**config.mk**
```make
export PLATFORM = sky130hd
export DESIGN_NAME = io_input_debouncer
export DESIGN_NICKNAME = d
export VERILOG_FILES = /design/src/rtl/io_input_debouncer.sv
export SDC_FILE = /design/constraint.sdc
export NUM_CORES = 1
export LEC_CHECK = 0
export BUFFER_PORTS_ARGS = -buffer_cell sky130_fd_sc_hd__buf_4
export CORE_UTILIZATION = 52
export DETAILED_ROUTE_END_ITERATION = 12
export HOLD_SLACK_MARGIN = 0.02
export PLACE_DENSITY = 0.84
export SYNTH_ARGS = -nofsm -noshare
export SYNTH_HDL_FRONTEND = slang
export SYNTH_SLANG_ARGS = --single-unit
```
**constraint.sdc**
```tcl
create_clock -name clk -period 1.01 [get_ports clk]
set_input_delay 0.101 -clock clk [delete_from_list [all_inputs] [get_ports clk]]
set_output_delay 0.101 -clock clk [all_outputs]
set_load 0.005 [all_outputs]
```
**src/rtl/io_input_debouncer.sv**
```systemverilog
`default_nettype none
// ============================================================================
// Module   : io_input_debouncer
// Purpose  : Conditions raw board keys and slide switches before they reach
//            the memory-mapped IO read registers. Every input passes through
//            a two-flop synchroniser and a per-bit stability filter, so only
//            levels held for DEBOUNCE_CYCLES synchronised cycles are
//            forwarded. Key presses additionally set sticky event flags that
//            software acknowledges with a one-cycle clear pulse.
// Ports    :
//   clk            - system clock, rising-edge active
//   reset          - synchronous, active-high reset
//   keysRaw        - raw key pins, active-low, asynchronous to clk
//   switchesRaw    - raw switch pins, active-high, asynchronous to clk
//   clearKeyEvents - per-bit acknowledge, 1 clears the matching event flag
//   keysStable     - debounced key state, active-high (1 = pressed)
//   switchesStable - debounced switch state
//   keyEvents      - sticky press-event flags
//   eventPending   - OR of keyEvents
// Revision : 1.0 - initial release
// ============================================================================
module io_input_debouncer #(
  parameter int DEBOUNCE_CYCLES = 16,
  parameter int NUM_KEYS        = 4,
  parameter int NUM_SWITCHES    = 10
) (
  input  logic                    clk,
  input  logic                    reset,
  input  logic [NUM_KEYS-1:0]     keysRaw,
  input  logic [NUM_SWITCHES-1:0] switchesRaw,
  input  logic [NUM_KEYS-1:0]     clearKeyEvents,
  output logic [NUM_KEYS-1:0]     keysStable,
  output logic [NUM_SWITCHES-1:0] switchesStable,
  output logic [NUM_KEYS-1:0]     keyEvents,
  output logic                    eventPending
);

  localparam int NUM_INPUTS = NUM_KEYS + NUM_SWITCHES;
  localparam int CNT_W      = (DEBOUNCE_CYCLES > 2) ? $clog2(DEBOUNCE_CYCLES) : 1;
  localparam logic [CNT_W-1:0] CNT_MAX = CNT_W'(DEBOUNCE_CYCLES - 1);

  // --------------------------------------------------------------------------
  // Two-flop synchronisers. Key flops idle high (key released) so that
  // leaving reset never looks like a press.
  // --------------------------------------------------------------------------
  logic [NUM_KEYS-1:0]     key_sync1;
  logic [NUM_KEYS-1:0]     key_sync2;
  logic [NUM_SWITCHES-1:0] sw_sync1;
  logic [NUM_SWITCHES-1:0] sw_sync2;

  always_ff @(posedge clk) begin
    if (reset) begin
      key_sync1 <= '1;
      key_sync2 <= '1;
      sw_sync1  <= '0;
      sw_sync2  <= '0;
    end else begin
      key_sync1 <= keysRaw;
      key_sync2 <= key_sync1;
      sw_sync1  <= switchesRaw;
      sw_sync2  <= sw_sync1;
    end
  end

  // Unified active-high view of all inputs: keys in the low bits, switches
  // above them. Keys are inverted here so every filter sees the same polarity.
  logic [NUM_INPUTS-1:0] level;
  logic [NUM_INPUTS-1:0] stable_cur;
  logic [NUM_INPUTS-1:0] stable_next;

  assign level = {sw_sync2, ~key_sync2};

  // --------------------------------------------------------------------------
  // Per-input stability filter. Each bit owns its own counter and stable
  // flop; the count only advances while the synchronised level disagrees
  // with the accepted level, and any agreement restarts it from zero.
  // --------------------------------------------------------------------------
  generate
    for (genvar i = 0; i < NUM_INPUTS; i++) begin : g_filter
      logic [CNT_W-1:0] count_q;
      logic [CNT_W-1:0] count_d;
      logic             q;
      logic             q_d;

      always_comb begin
        count_d = count_q;
        q_d     = q;
        if (level[i] == q) begin
          count_d = '0;
        end else if (count_q == CNT_MAX) begin
          q_d     = level[i];
          count_d = '0;
        end else begin
          count_d = count_q + 1'b1;
        end
      end

      always_ff @(posedge clk) begin
        if (reset) begin
          count_q <= '0;
          q       <= 1'b0;
        end else begin
          count_q <= count_d;
          q       <= q_d;
        end
      end

      assign stable_cur[i]  = q;
      assign stable_next[i] = q_d;
    end
  endgenerate

  // --------------------------------------------------------------------------
  // Sticky key events. A rise is detected from the filter's next state so the
  // flag sets on the same edge keysStable goes high. Set has priority over an
  // acknowledge arriving on that edge, so a press is never lost.
  // --------------------------------------------------------------------------
  logic [NUM_KEYS-1:0] key_rise;
  logic [NUM_KEYS-1:0] events_q;

  assign key_rise = stable_next[NUM_KEYS-1:0] & ~stable_cur[NUM_KEYS-1:0];

  always_ff @(posedge clk) begin
    if (reset) begin
      events_q <= '0;
    end else begin
      events_q <= key_rise | (events_q & ~clearKeyEvents);
    end
  end

  assign keysStable     = stable_cur[NUM_KEYS-1:0];
  assign switchesStable = stable_cur[NUM_INPUTS-1:NUM_KEYS];
  assign keyEvents      = events_q;
  assign eventPending   = |events_q;

endmodule
`default_nettype wire

```
==> flow_summary_export.csv <==
group,metric,value,unit
run_status,outcome,"complete, but fails checks",
run_status,violations,"setup timing",
critical_path,crit_buf_inv,2,
placed_design,gp_congestion,0.726,
clocking,numCtsBuffers,9,
floorplan,coreArea,6870,um^2
global_route,antenna_found_initial,0,
floorplan,dieArea,7520,um^2
routing,dr.first_iter.drc_count,75,
synthesis,synth_edf_count,0,
critical_path,crit_required,0.91,ns
synthesis,synth_area,3730,um^2
synthesis,synth_top_cell_by_area,"dfxtp_1",
layout,drive_above_1_share,38.8,%
synthesis,yosysSeqAreaShare,54.7,%
routing,antenna_left,0,
floorplan,initial_core_util,54.3,%
synthesis,synth_top_flop_cell,"dfxtp_1",
synthesis,synth.avg_cell_area,10.2,um^2
routing,vias,2684,
power,power_density,1370,nW/um^2
synthesis,synth_nets,399,
layout,insertedDiodeCount,0,
power,p_leak,2.20,nW
synthesis,yosysMostFrequentCell,"dfxtp_1",
floorplan,ios,39,
clocking,cts_tree,"done",
placed_design,dp_slack,-0.0784,ns
critical_path,cp.arrival,1.00,ns
synthesis,synth_common_cells,"dfxtp_1 (102), nor2_1 (59), nand3_1 (38), xor2_1 (38), inv_1 (22)",
layout,final_core_util,72.5,%
critical_path,critPathMaxStageDelay,0.35,ns
layout,area_delta_synth_final,33.4,%
synthesis,yosysWarnings,0,
placed_design,post-dp-hpwl,4310,um
timing,fin_ws,-0.0891,ns
worst_hold_path,hold_class,"input port to flip-flop",
global_route,grt_pass1_wl,11500,um
synthesis,synth.area.top_cells,"dfxtp_1 (55%), xor2_1 (8.9%), nor2_1 (5.9%)",
floorplan,fp.dieW,86.7,um
timing,rsz0062_at_grt,"true",
routing,wl,8060,um
clocking,cts_sinks,102,
routing,wl_per_cell,15.0,um
synthesis,netlist.area_leader.share,54.7,%
critical_path,cp-start-kind,"flip-flop",
floorplan,dieHeight,86.7,um
placed_design,io_buffers,38,
timing,fin_crit,1.10,ns
clocking,clock_latency,0.37,ns
routing,drt_first_pass_iters,4,
timing,whs,0.0846,ns
critical_path,critPathMaxFanout,2,
timing,skew,0.0163,ns
timing,finalSetupViolations,11,
layout,final_nets,470,
timing,post-route-period-util,109,%
timing,slew_headroom,84.1,%
global_route,grt_overflow_total,0,
placed_design,placed_area,4140,um^2
timing,finalMaxSlewViolations,0,
power,total_power,0.00684,W
clocking,clk_pin_slew,0.11,ns
critical_path,critPathTopFamily,"flip-flops",
clocking,clk_path_buf_depth,2,
critical_path,end_kind,"output pin",
clocking,cts-root-buf,"clkbuf_8",
power,irDropWorstVdd,0.000963,V
timing,finalHoldViolations,0,
global_route,track_usage,19.9,%
job,cap_violations,0,
clocking,ctsHtreeMaxLevel,3,
timing,fmax,910,MHz
critical_path,critical_path_class,"flip-flop to output pin",
synthesis,synth_cell_types,21,
synthesis,synth-seq-cells,102,
synthesis,async_flop_share,0,%
routing,routed_via_density,5.00,
synthesis,synth_cells,365,
floorplan,rows,30,
global_route,grt_max_degree,23,
critical_path,crit_path_cell_trace,"inv_2 -> nand4_1 -> buf_4",
global_route,grt_pass1_vias,2604,
layout,n_fill_cell,428,
critical_path,worst_path_max_delay_cell,"dfxtp_2",
routing,drc,0,
layout,finalInstanceArea,4980,um^2
timing,worstMarginPinSlew,0.238,ns
final cells by class:
type	count	area, um^2	share of cell area (%)
multi-input cells	219	1800	36.1
inverters	23	86.3	1.73
clock inverters	7	57.6	1.16
repair buffers	81	692	13.9
well taps	96	120	2.41
flip-flops and latches	102	2100	42.2
clock buffers	9	124	2.49
where the power goes:
part	internal (W)	switching (W)	total, W	leakage [nW]
clock	0.000926	0.00145	0.00237	0.0877
combinational	0.000195	0.000138	0.000333	1.26
sequential	0.00408	0.0000469	0.00413	0.850
state kept, by name, summed over array words and instances, names as in the netlist:
signal,count
g_filter.q,14
keyEvents,4
sw_sync1,10
sw_sync2,10
g_filter.count_q,56
key_sync1,4
key_sync2,4
final timing paths:
kind	startpoint	to	slack [ns]	cells past startpoint
worst max-delay path	keyEvents[1]	eventPending	-0.09	3
worst min-delay path	reset	g_filter[0].q	0.08	3
worst max register to register	g_filter[1].count_q[1]	keyEvents[1]	-0.07	4
worst min register to register	key_sync1[2]	key_sync2[2]	0.41	1
layer usage:
metal / share of wire (%) / wire length [um] / global-route usage, % / vias up
li1: - / - / - / 1305
met1: 41 / 3270 / 22.5 / 1290
met2: 53 / 4310 / 35.2 / 66
met3: 3.1 / 252 / 4.67 / 23
met4: 2.8 / 226 / 10.0 / 0
met5: 0 / 0 / 0 / -
cells in the final DEF, fill, tap and decap left out, drive strengths merged:
| master | synthesis | routed |
|---|---|---|
| and3 | 14 | 14 |
| buf | 20 | 60 |
| clkbuf | 1 | 9 |
| clkinv | 0 | 3 |
| clkinvlp | 0 | 2 |
| dfxtp | 102 | 102 |
| dlygate4sd3 | 0 | 21 |
| ha | 14 | 14 |
| inv | 23 | 25 |
| mux2i | 14 | 14 |
| nand3 | 42 | 42 |
| nand4 | 1 | 1 |
| nor2 | 60 | 60 |
| nor2b | 20 | 20 |
| o32a | 4 | 4 |
| or2 | 8 | 8 |
| xnor2 | 4 | 4 |
| xor2 | 38 | 38 |
cell families (layout without fill, tap and decap cells):
kind of cell / after synthesis / in the layout / share of synthesized area [%]
simple gates: 145 / 145 / 19.5
buf+inv: 44 / 120 / 6.44
compound gates: 4 / 4 / 1.07
xor+xnor: 42 / 42 / 9.86
mux: 14 / 14 / 3.75
fa+ha+maj: 14 / 14 / 4.69
flops: 102 / 102 / 54.7
metrics by stage:
| stage | std cells | TNS [ns] |
|---|---|---|
| floorplan | 365 | -0.0110 |
| global placement | 494 | -0.0587 |
| CTS | 534 | -0.256 |
| detailed placement | 494 | -0.338 |
| finish | 537 | -0.452 |
| global route | 537 | -1.30 |
worst reg2reg max path: cells and delay by family, from the launching register on:
kind | cells | cell delay [ns]
flops | 1 | 0.37
compound gates | 1 | 0.31
fa+ha+maj | 1 | 0.16
simple gates | 2 | 0.19
repair_timing:
action                     4_1_cts  5_1_grt
pin swaps                        3       12
hold buffers                    21        0
gates resized for setup         31       70
setup endpoints to repair       25       73
setup buffers                    3        3
hold endpoints to repair        20        0
No activity file was read; power rests on OpenSTA's default activity.
